[config.mk]
export PLATFORM = sky130hd
export DESIGN_NAME = systolic_tile_sequencer
export DESIGN_NICKNAME = d
export VERILOG_FILES = /design/src/rtl/systolic_tile_sequencer.sv
export SDC_FILE = /design/constraint.sdc
export NUM_CORES = 1
export LEC_CHECK = 0
export ABC_AREA = 0
export CAP_MARGIN = 20
export CORE_MARGIN = 2
export CORE_UTILIZATION = 51
export CTS_BUF_LIST = sky130_fd_sc_hd__clkbuf_8 sky130_fd_sc_hd__clkbuf_16
export DETAILED_ROUTE_END_ITERATION = 10
export PLACE_DENSITY = 0.8
export SLEW_MARGIN = 20
export SYNTH_ARGS = -nofsm -noshare
export SYNTH_HDL_FRONTEND = slang
export SYNTH_SLANG_ARGS = --single-unit
export TNS_END_PERCENT = 50
[constraint.sdc]
create_clock -name clk -period 3.4 [get_ports clk]
set_input_delay 0.68 -clock clk [delete_from_list [all_inputs] [get_ports clk]]
set_output_delay 0.68 -clock clk [all_outputs]
set_load 0.05 [all_outputs]
[src/rtl/systolic_tile_sequencer.sv]
// -----------------------------------------------------------------------------
// systolic_tile_sequencer
//
// Control FSM for one tiled matrix multiply on a SYS_ROWS x SYS_COLS
// weight-stationary systolic array. Each (n,k) tile follows three phases:
//   LOAD_W : preload SYS_ROWS weight rows from the weight buffer
//   STREAM : stream A_ROWS activation rows from the input buffer
//   DRAIN  : wait ARRAY_LAT cycles so the last array output row can land
// Accumulator writes are the input-buffer read strobe delayed by ARRAY_LAT.
// K tiles accumulate into the same output rows. N tiles write separate
// output blocks.
//
// Ports:
//   clk, rst        clock, asynchronous active-high reset
//   start           one-cycle request to begin a full run (honoured in IDLE only)
//   busy            high in LOAD_W, STREAM and DRAIN
//   done            one-cycle pulse at the end of the run
//   w_rd_en/addr    weight buffer read strobe and address
//   w_load          array weight shift-in (w_rd_en delayed by one cycle)
//   in_rd_en/addr   input buffer read strobe and address
//   acc_wr_en/addr  accumulator write strobe and row address
//   acc_accumulate  1 = add to the stored row, 0 = overwrite
//   cycle_count     busy-cycle counter (only when SEQ_PERF_CNT_EN is defined)
//
// Optional feature macro: SEQ_PERF_CNT_EN
// -----------------------------------------------------------------------------
module systolic_tile_sequencer #(
  parameter int unsigned SYS_ROWS  = 8,
  parameter int unsigned SYS_COLS  = 8,
  parameter int unsigned A_ROWS    = 12,
  parameter int unsigned K_TILES   = 1,
  parameter int unsigned N_TILES   = 1,
  parameter int unsigned ARRAY_LAT = 16,
  parameter int unsigned W_AW      = 4,
  parameter int unsigned IN_AW     = 4,
  parameter int unsigned ACC_AW    = 4
) (
  input  logic              clk,
  input  logic              rst,
  input  logic              start,
  output logic              busy,
  output logic              done,
  output logic              w_rd_en,
  output logic [W_AW-1:0]   w_rd_addr,
  output logic              w_load,
  output logic              in_rd_en,
  output logic [IN_AW-1:0]  in_rd_addr,
  output logic              acc_wr_en,
  output logic [ACC_AW-1:0] acc_wr_addr,
  output logic              acc_accumulate
`ifdef SEQ_PERF_CNT_EN
  ,
  output logic [31:0]       cycle_count
`endif
);

  // Phase counter must hold the longest phase length minus one.
  localparam int unsigned CNT_MAX = (SYS_ROWS > A_ROWS)
                                    ? ((SYS_ROWS > ARRAY_LAT) ? SYS_ROWS : ARRAY_LAT)
                                    : ((A_ROWS > ARRAY_LAT) ? A_ROWS : ARRAY_LAT);
  localparam int unsigned CNT_W   = $clog2(CNT_MAX + 1);
  localparam int unsigned K_W     = $clog2(K_TILES + 1);
  localparam int unsigned N_W     = $clog2(N_TILES + 1);

  // Elaboration-time parameter checks: a too-narrow address port is a
  // configuration error and must not wrap silently.
  if (SYS_ROWS < 1 || SYS_COLS < 1 || A_ROWS < 1 || ARRAY_LAT < 1 ||
      K_TILES < 1 || N_TILES < 1) begin : g_dim_err
    $error("systolic_tile_sequencer: all dimensions must be at least 1");
  end
  if (64'(N_TILES) * K_TILES * SYS_ROWS > (64'd1 << W_AW)) begin : g_w_aw_err
    $error("systolic_tile_sequencer: W_AW too narrow for weight addresses");
  end
  if (64'(K_TILES) * A_ROWS > (64'd1 << IN_AW)) begin : g_in_aw_err
    $error("systolic_tile_sequencer: IN_AW too narrow for input addresses");
  end
  if (64'(N_TILES) * A_ROWS > (64'd1 << ACC_AW)) begin : g_acc_aw_err
    $error("systolic_tile_sequencer: ACC_AW too narrow for accumulator addresses");
  end

  typedef enum logic [2:0] {
    IDLE   = 3'd0,
    LOAD_W = 3'd1,
    STREAM = 3'd2,
    DRAIN  = 3'd3,
    DONE   = 3'd4
  } state_t;

  state_t             state;
  state_t             state_nxt;
  logic [CNT_W-1:0]   cnt;
  logic [K_W-1:0]     k_idx;
  logic [N_W-1:0]     n_idx;
  logic               phase_last;
  logic               k_last;
  logic               n_last;
  logic               accept;

  assign k_last = (k_idx == K_W'(K_TILES - 1));
  assign n_last = (n_idx == N_W'(N_TILES - 1));
  assign accept = (state == IDLE) && start;

  always_ff @(posedge clk or posedge rst) begin
    if (rst) begin
      state <= IDLE;
    end else begin
      state <= state_nxt;
    end
  end

  always_comb begin
    state_nxt  = state;
    busy       = 1'b0;
    done       = 1'b0;
    w_rd_en    = 1'b0;
    in_rd_en   = 1'b0;
    phase_last = 1'b0;
    case (state)
      IDLE: begin
        if (start) state_nxt = LOAD_W;
      end
      LOAD_W: begin
        busy       = 1'b1;
        w_rd_en    = 1'b1;
        phase_last = (cnt == CNT_W'(SYS_ROWS - 1));
        if (phase_last) state_nxt = STREAM;
      end
      STREAM: begin
        busy       = 1'b1;
        in_rd_en   = 1'b1;
        phase_last = (cnt == CNT_W'(A_ROWS - 1));
        if (phase_last) state_nxt = DRAIN;
      end
      DRAIN: begin
        busy       = 1'b1;
        phase_last = (cnt == CNT_W'(ARRAY_LAT - 1));
        if (phase_last) state_nxt = (k_last && n_last) ? DONE : LOAD_W;
      end
      DONE: begin
        done      = 1'b1;
        state_nxt = IDLE;
      end
      default: state_nxt = IDLE;
    endcase
  end

  // Phase row counter and tile indices; k runs fastest so all K partial
  // sums of one output block are accumulated before moving to the next n.
  always_ff @(posedge clk or posedge rst) begin
    if (rst) begin
      cnt   <= '0;
      k_idx <= '0;
      n_idx <= '0;
    end else begin
      cnt <= (busy && !phase_last) ? cnt + CNT_W'(1) : '0;
      if (accept) begin
        k_idx <= '0;
        n_idx <= '0;
      end else if (state == DRAIN && phase_last) begin
        if (!k_last) begin
          k_idx <= k_idx + K_W'(1);
        end else if (!n_last) begin
          k_idx <= '0;
          n_idx <= n_idx + N_W'(1);
        end
      end
    end
  end

  // Addresses are computed at 32 bits and truncated; the checks above
  // guarantee the truncation never drops a set bit. They are forced to 0
  // when their strobe is low so idle buses stay quiet.
  assign w_rd_addr  = w_rd_en
                      ? W_AW'((32'(n_idx) * K_TILES + 32'(k_idx)) * SYS_ROWS + 32'(cnt))
                      : '0;
  assign in_rd_addr = in_rd_en
                      ? IN_AW'(32'(k_idx) * A_ROWS + 32'(cnt))
                      : '0;

  // Stage p0: weight buffer read latency
  always_ff @(posedge clk or posedge rst) begin
    if (rst) begin
      w_load <= 1'b0;
    end else begin
      w_load <= w_rd_en;
    end
  end

  // Accumulator write delay line: entry 0 captures the current input read,
  // entry ARRAY_LAT-1 drives the accumulator. Cleared by reset so nothing
  // in flight survives an abort.
  logic              acc_vld_pipe   [ARRAY_LAT];
  logic [ACC_AW-1:0] acc_addr_pipe  [ARRAY_LAT];
  logic              acc_accum_pipe [ARRAY_LAT];
  logic [ACC_AW-1:0] acc_addr_p0;
  logic              acc_accum_p0;

  assign acc_addr_p0  = in_rd_en ? ACC_AW'(32'(n_idx) * A_ROWS + 32'(cnt)) : '0;
  assign acc_accum_p0 = in_rd_en && (k_idx != '0);

  // Stage p0..pLAT-1: array latency
  always_ff @(posedge clk or posedge rst) begin
    if (rst) begin
      for (int i = 0; i < ARRAY_LAT; i++) begin
        acc_vld_pipe[i]   <= 1'b0;
        acc_addr_pipe[i]  <= '0;
        acc_accum_pipe[i] <= 1'b0;
      end
    end else begin
      acc_vld_pipe[0]   <= in_rd_en;
      acc_addr_pipe[0]  <= acc_addr_p0;
      acc_accum_pipe[0] <= acc_accum_p0;
      for (int i = 1; i < ARRAY_LAT; i++) begin
        acc_vld_pipe[i]   <= acc_vld_pipe[i-1];
        acc_addr_pipe[i]  <= acc_addr_pipe[i-1];
        acc_accum_pipe[i] <= acc_accum_pipe[i-1];
      end
    end
  end

  assign acc_wr_en      = acc_vld_pipe[ARRAY_LAT-1];
  assign acc_wr_addr    = acc_addr_pipe[ARRAY_LAT-1];
  assign acc_accumulate = acc_accum_pipe[ARRAY_LAT-1];

`ifdef SEQ_PERF_CNT_EN
  // Counts busy cycles of the current run; holds after done.
  always_ff @(posedge clk or posedge rst) begin
    if (rst) begin
      cycle_count <= '0;
    end else if (accept) begin
      cycle_count <= '0;
    end else if (busy) begin
      cycle_count <= cycle_count + 32'd1;
    end
  end
`endif

endmodule

==> reports/qor.csv, run 1 <==
metric,value,unit
status,"finished, final reports clean",
fp-row-count,25,
cts_hold_buffers,0,
syn_area,2580,sq um
post-dp-hpwl,2.06,mm
grt_start_max_net_pins,35,
die-area,5640,sq um
max_stage_delay,0.81,ns
clk_pin_slew,0.08,ns
cap_violations,0,
cts_resized,0,
synth.most_common_cell,dfrtp_1,
ys_warn_count,0,
io_buffers,20,
min_path_type,register to register,
drtIter0Drc,37,
worst_pin_slew,0.564,ns
max_freq,339,MHz
clkSinkCount,89,
yosys.area.top_type,dfrtp_1,
cts.path.max_buffers,2,
grt_pass1_vias,1211,
worstPathMaxFanout,10,
num-nets-final,169,
wl_per_cell,15.1,um
clkLatencyLatePin,0.34,ns
cp.required,2.72,ns
cp_slowest_cell,clkdlybuf4s50_1,
ys_top_cells_by_count,"89 x dfrtp_1, 7 x and2_1, 6 x a21oi_1",
synth_top_area_share,0.864,
antenna_found_initial,0,
utilization,0.636,
dr.pass1.iters,5,
place_congestion,0.701,
synthesis.nets,141,
cts_tree,built,
vias,1123,
relSlewSlack,0.623,
core_area,4790,sq um
yosysSeqAreaShare,0.864,
arrival,2.27,ns
cts_inserted_buffers,9,
synth_ff_type,dfrtp_1,
syn_area_per_cell,18.9,sq um
setup-violations-final,0,
clock_skew,0.00675,ns
netlist_top_cells_area,"dfrtp_1 86%, and2_1 1.7%, buf_4 1.5%",
power,0.00235,W
chipWidth,75.1,um
tns,0,ns
synthArstFlopShare,1.00,
period_share,0.869,
n_antenna_cell,0,
path_cells,nor3b_4 -> and2_1 -> clkdlybuf4s50_1,
setup.worst_path.class,register to output pin,
synthDistinctLibCells,24,
drv_slew,0,
grt_first_pass_wirelength,6.07,mm
leakagePower,1.54,nW
syn_to_final_growth,18.2,%
ant_nets,0,
final-hold-violation-count,0,
gr-total-overflow,0,
synth_cells,136,
grt_usage,0.155,
die_y,75.1,um
finalCriticalPeriod,2.95,ns
drcViolationCount,0,
startpoint_type,register,
synth-seq-cells,89,
io_pins,22,
post_cts_buffers,0,
rsz0062_at_grt,no,
crit_path_end_kind,output pin,
synth-edff-count,0,
final.fill_count,348,
worst_ir_drop_vdd,0.772,mV
drive_gt1_frac,0.148,
initial_core_util,0.538,
cts_root_buf,clkbuf_8,
totalWireLength,3.56,mm
viasPerCell,4.76,
p_per_area,771,nW/um^2
h-tree-depth,3,
==> worst paths after layout <==
path                                        start                 to  slack [ns]  cells after the start
worst max-delay path                     state[1]      in_rd_addr[3]        0.45                      3
worst min-delay path            acc_addr_pipe[45]  acc_addr_pipe[41]        0.35                      0
worst max register to register             cnt[0]             cnt[4]        1.64                      6
worst min register to register  acc_addr_pipe[45]  acc_addr_pipe[41]        0.35                      0
max in group asynchronous                     rst  acc_addr_pipe[49]        1.94                      3
min in group asynchronous                     rst    acc_vld_pipe[6]        0.69                      2
==> power by group <==
| part | leakage [nW] | total (W) | internal, W | switching, W |
|---|---|---|---|---|
| sequential | 1.23 | 0.00118 | 0.00111 | 0.0000666 |
| combinational | 0.200 | 0.000459 | 0.000164 | 0.000295 |
| clock | 0.107 | 0.000714 | 0.000377 | 0.000337 |
==> per-layer routing <==
metal	global-route usage	wire length, um	part of all wire	vias up
met1	0.203	1580	0.44	593
met3	0.0857	248	0.070	0
li1	-	-	-	490
met4	0.0397	0	0	0
met5	0	0	0	-
met2	0.228	1730	0.49	40
==> layout make-up <==
| class | instances | area, sq um | area share |
|---|---|---|---|
| Sequential cell | 89 | 2230 | 0.731 |
| Timing Repair Buffer | 22 | 215 | 0.0707 |
| Multi-Input combinational cell | 40 | 304 | 0.0998 |
| Inverter | 2 | 8.76 | 0.00288 |
| Clock buffer | 11 | 151 | 0.0497 |
| Tap cell | 67 | 83.8 | 0.0275 |
| Clock inverter | 5 | 55.1 | 0.0181 |
==> stage by stage <==
| step | cells | worst slack (ns) | hold slack, ns | cell area [sq um] |
|---|---|---|---|---|
| 6_report | 236 | 0.446 | 0.351 | 3050 |
| 5_1_grt | 236 | 0.339 | 0.354 | 3050 |
| 4_1_cts | 236 | 0.416 | 0.348 | 3050 |
| 3_5_place_dp | 220 | 0.826 | 0.335 | 2840 |
| 3_3_place_gp | 220 | 0.913 | 0.333 | 2840 |
| 2_1_floorplan | 136 | 0.413 | 0.331 | 2580 |
==> layout by cell type (no fill, tap or decap), drive strengths merged <==
cell           Yosys  routed
dfrtp             89      89
clkdlybuf4s50      0      20
clkbuf             0      11
and2               9       9
a21oi              7       7
nand2              3       3
nor3b              3       3
clkinv             0       3
nor2               2       2
inv                2       2
nand4bb            2       2
or3b               2       2
ha                 2       2
buf                5       2
and3               1       1
and4bb             1       1
nand3              1       1
xor2               1       1
xnor2              1       1
a21boi             1       1
nand3b             1       1
and3b              1       1
a31oi              1       1
conb               1       1
clkinvlp           0       1
bufinv             0       1
==> kinds of logic after synthesis <==
logic type | after synthesis | synth area share
compound gates | 9 | 0.0204
xor+xnor | 2 | 0.00680
fa+ha+maj | 2 | 0.00971
other cells | 1 | 0.00146
flops | 89 | 0.864
buf+inv | 7 | 0.0175
simple gates | 26 | 0.0797
==> sequential cells by signal, indices dropped and copies added, names as in the netlist <==
signal	count
cnt	5
acc_vld_pipe	15
state	3
acc_wr_en	1
w_load	1
acc_wr_addr	4
acc_addr_pipe	60
==> worst max-delay path, delay by kind of cell, from the launching register on <==
kind / cells / cell delay (ns)
DFF: 1 / 0.54
buffers and inverters: 1 / 0.81
and+or+nand+nor: 2 / 0.58
No activity file was read; power rests on OpenSTA's default activity.
==> run 2: changes to the inputs <==
CELL_PAD_IN_SITES_DETAIL_PLACEMENT = 1   (was default)
CELL_PAD_IN_SITES_GLOBAL_PLACEMENT = 1   (was default)
CORE_UTILIZATION = 47   (was 51)
PLACE_DENSITY = 0.83   (was 0.8)
==> run 2 against run 1 <==
  * Maximum frequency grew 1.3%
  * Clock-buffer cell count shrank 1
  * Total power shrank 5.7%
  * Sequential power is essentially flat
  * Sequential share of layout area grew 1.0 points
  * Global-route usage shrank 1.9 points
  * Via count shrank 2.7%
  * Core utilization shrank 5.9 points
  * Non-clock buffer count is the same
  * Critical path type unchanged
  * Largest power group unchanged
==> reports/qor.csv, run 2 (synthesized netlist as in run 1, its figures left out) <==
metric,value,unit
status,"finished, final reports clean",
clkSinkCount,89,
place_congestion,0.728,
worstPathMaxFanout,10,
cap_violations,0,
clk_pin_slew,0.07,ns
relSlewSlack,0.661,
max_freq,343,MHz
dr.pass1.iters,3,
p_per_area,738,nW/um^2
clkLatencyLatePin,0.33,ns
drive_gt1_frac,0.138,
period_share,0.857,
grt_start_max_net_pins,34,
biggestRegsByFlops,"acc_addr_pipe x60, acc_vld_pipe x15, cnt x5",
cts_root_buf,clkbuf_8,
setup.worst_path.class,register to output pin,
grtUsageMet3,0.0517,
antenna_found_initial,0,
clock_skew,0.00652,ns
vias,1093,
die_y,78.0,um
utilization,0.577,
num-nets-final,169,
viasPerCell,4.61,
leakagePower,1.52,nW
worst_pin_slew,0.507,ns
arrival,2.24,ns
fp-row-count,26,
cts_resized,0,
initial_core_util,0.495,
chipWidth,78.0,um
post_cts_buffers,0,
final-hold-violation-count,0,
ant_nets,0,
totalWireLength,3.45,mm
grt_usage,0.135,
drv_slew,0,
syn_to_final_growth,16.6,%
min_path_type,register to register,
h-tree-depth,3,
tns,0,ns
grtUsageMet2,0.219,
final.fill_count,481,
startpoint_type,register,
n_antenna_cell,0,
layout_commonest_cell,dfrtp_1,
drtIter0Drc,56,
wl_per_cell,14.6,um
cts_hold_buffers,0,
drcViolationCount,0,
rsz0062_at_grt,no,
met1_usage,0.167,
setup-violations-final,0,
gr-total-overflow,0,
io_buffers,20,
cp.required,2.72,ns
die-area,6090,sq um
cts.path.max_buffers,2,
largest_reg_flops,60,
cts_tree,built,
post-dp-hpwl,2.25,mm
worst_ir_drop_vdd,0.548,mV
grt_most_used_layer,met2,
cts_inserted_buffers,9,
finalCriticalPeriod,2.92,ns
layout_common_cells,"89 x dfrtp_1, 20 x clkdlybuf4s50_1, 10 x clkbuf_8",
max_flop_register,acc_addr_pipe,
grt_pass1_vias,1257,
io_pins,22,
core_area,5200,sq um
grt_first_pass_wirelength,6.07,mm
crit_path_end_kind,output pin,
==> run 2: final cells by class <==
| cell class | instances | area, sq um | area share |
|---|---|---|---|
| clock buffers | 10 | 138 | 0.0458 |
| clock inverters | 4 | 22.5 | 0.00750 |
| inverters | 2 | 8.76 | 0.00292 |
| multi-input cells | 40 | 304 | 0.101 |
| flip-flops and latches | 89 | 2230 | 0.742 |
| well taps | 70 | 87.6 | 0.0292 |
| repair buffers | 22 | 215 | 0.0717 |
==> run 2: worst paths after layout <==
check | from | to | slack, ns | cells past startpoint
worst max-delay path | state[1] | in_rd_addr[2] | 0.48 | 3
worst min-delay path | acc_addr_pipe[17] | acc_addr_pipe[13] | 0.35 | 0
worst max register to register | cnt[0] | cnt[1] | 1.64 | 6
worst min register to register | acc_addr_pipe[17] | acc_addr_pipe[13] | 0.35 | 0
max in group asynchronous | rst | acc_addr_pipe[9] | 1.98 | 3
min in group asynchronous | rst | acc_addr_pipe[62] | 0.67 | 2
==> run 2: routing by layer <==
layer  wire length (um)  share of wire
met5                  0              0
met4                 48          0.014
met3                155          0.045
met2               1720           0.50
met1               1530           0.44
==> run 2: per-stage QoR <==
step	instances	cell area (sq um)	hold WS [ns]	setup slack (ns)	total power, W
detailed placement	223	2840	0.336	0.828	0.00165
floorplan	136	2580	0.331	0.413	0.00150
global route	237	3000	0.360	0.349	0.00233
CTS	237	3000	0.353	0.443	0.00225
global placement	223	2840	0.332	0.913	0.00162
finish	237	3000	0.349	0.485	0.00222
==> run 2: power by group <==
part           internal [W]  switching (W)  total (W)
sequential          0.00111      0.0000613    0.00117
combinational      0.000164       0.000288   0.000451
clock              0.000274       0.000319   0.000593
total               0.00155       0.000668    0.00222
==> run 2: worst max-delay path: stages, from the launching register on <==
cell and delay (ns):
dfrtp_1 0.52, nor3b_4 0.37, and2_2 0.21, clkdlybuf4s50_1 0.81
==> run 3: changes to the inputs <==
CORE_MARGIN = 5   (was 2)
SLEW_MARGIN = 10   (was 20)
==> run 3 against run 2 <==
  * Setup slack worse by 0.030 ns
  * Final area rose by 1.2%
  * Via count grew 3.0%
  * Routed wire length increased by 14%
  * Total power grew 4.5%
  * Register-to-register slack got worse by 0.03 ns
  * Sequential power barely moved
  * Sequential cell count did not move
==> reports/qor.csv, run 3 (synthesized netlist as in run 1, its figures left out) <==
metric,value,unit
status,"finished, final reports clean",
pwr-share-clk,0.294,
num-nets-final,168,
cp.required,2.72,ns
chipWidth,84.0,um
path_buf_inv,1,
period_share,0.866,
cts_inserted_buffers,9,
crit_cells,3,
grt_usage,0.134,
dpl-instance-area,2850,sq um
cts_root_buf,clkbuf_8,
final_cells,240,
cts_resized,0,
clkSinkCount,89,
dr.pass1.iters,2,
met1_usage,0.150,
clkLatencyLatePin,0.34,ns
grt_start_max_net_pins,46,
grt_most_used_layer,met2,
reg2reg_slack,1.61,ns
clock_skew,0.00492,ns
cts_hold_buffers,0,
r2r-start,cnt[0],
cts.path.max_buffers,2,
grt_pass1_vias,1357,
largest_reg_flops,60,
die_y,84.0,um
cp-endpoint,in_rd_addr[2],
layout_common_cells,"89 x dfrtp_1, 20 x clkdlybuf4s50_1, 10 x clkbuf_8",
gr-total-overflow,0,
p_per_area,762,nW/um^2
drcViolationCount,0,
crit_path_end_kind,output pin,
layout_commonest_cell,dfrtp_1,
ant_nets,0,
cp_slowest_cell,clkdlybuf4s50_1,
max_stage_delay,0.80,ns
setup-violations-final,0,
h-tree-depth,3,
drive_gt1_frac,0.131,
power_frac_seq,0.507,
finalCriticalPeriod,2.94,ns
max_freq,340,MHz
tns,0,ns
drv_slew,0,
p_comb_frac,0.199,
intPower,0.00162,W
post_cts_buffers,0,
totalWireLength,3.95,mm
setup.worst_path.class,register to output pin,
netSwitchingPower,0.000691,W
cap_violations,0,
grt_first_pass_wirelength,6.96,mm
arrival,2.26,ns
place_congestion,0.736,
relSlewSlack,0.504,
die-area,7060,sq um
clk_pin_slew,0.08,ns
biggestRegsByFlops,"acc_addr_pipe x60, acc_vld_pipe x15, cnt x5",
power,0.00232,W
worstPathMaxFanout,10,
leakagePower,1.54,nW
viasPerCell,4.69,
startpoint_type,register,
p_sw_frac,0.299,
worst_ir_drop_vdd,0.470,mV
worst_pin_slew,0.743,ns
cts_tree,built,
io_pins,22,
crit_family,buffers and inverters,
max_flop_register,acc_addr_pipe,
core_area,5410,sq um
wl_per_cell,16.4,um
r2r_cells,6,
syn_to_final_growth,18.0,%
drtIter0Drc,44,
fin_area,3040,sq um
dp.cells,224,
min_path_type,register to register,
rr_endpoint,cnt[4],
post-dp-hpwl,2.48,mm
antenna_found_initial,0,
initial_core_util,0.477,
grtUsageMet3,0.0671,
n_antenna_cell,0,
vias,1126,
grtUsageMet2,0.221,
path_cells,nor3b_4 -> and2_2 -> clkdlybuf4s50_1,
final-hold-violation-count,0,
rsz0062_at_grt,no,
worstSetupStartpoint,state[1],
fp-row-count,27,
io_buffers,20,
## run 3: power by group through the flow
| stage | combinational [W] | sequential, W | clock [W] |
|---|---|---|---|
| after CTS | 0.000468 | 0.00118 | 0.000709 |
| after global routing | 0.000497 | 0.00119 | 0.000748 |
| after global placement | 0.000442 | 0.00119 | 0 |
| final | 0.000461 | 0.00117 | 0.000681 |
| after floorplan | 0.000309 | 0.00119 | 0 |
| after detailed placement | 0.000464 | 0.00120 | 0 |
## run 3: worst min-delay path by stage
stage / depth (start not counted) / from / end
floorplan: 0 / acc_addr_pipe[14] / acc_addr_pipe[10]
global placement: 0 / acc_vld_pipe[14] / acc_vld_pipe[13]
detailed placement: 0 / acc_addr_pipe[54] / acc_addr_pipe[50]
CTS: 0 / acc_addr_pipe[37] / acc_addr_pipe[33]
global route: 0 / acc_addr_pipe[20] / acc_addr_pipe[16]
finish: 0 / acc_addr_pipe[14] / acc_addr_pipe[10]
## run 3: cell type report
| cell class | count | area [sq um] |
|---|---|---|
| repair buffers | 21 | 220 |
| flip-flops and latches | 89 | 2230 |
| fillers | 504 | 2370 |
| clock inverters | 6 | 51.3 |
| clock buffers | 10 | 138 |
| inverters | 2 | 8.76 |
| multi-input cells | 40 | 304 |
| well taps | 72 | 90.1 |
## run 3: metrics by stage
step / hold slack, ns / utilization / setup WS, ns
floorplan: 0.331 / - / 0.413
global placement: 0.333 / 0.527 / 0.913
detailed placement: 0.336 / 0.527 / 0.789
CTS: 0.351 / 0.562 / 0.400
global route: 0.355 / 0.562 / 0.278
finish: 0.350 / 0.562 / 0.455
## run 3: layer usage
metal,vias up,share of wire
li1,486,-
met1,603,0.40
met2,32,0.53
met3,5,0.057
met4,0,0.011
met5,-,0
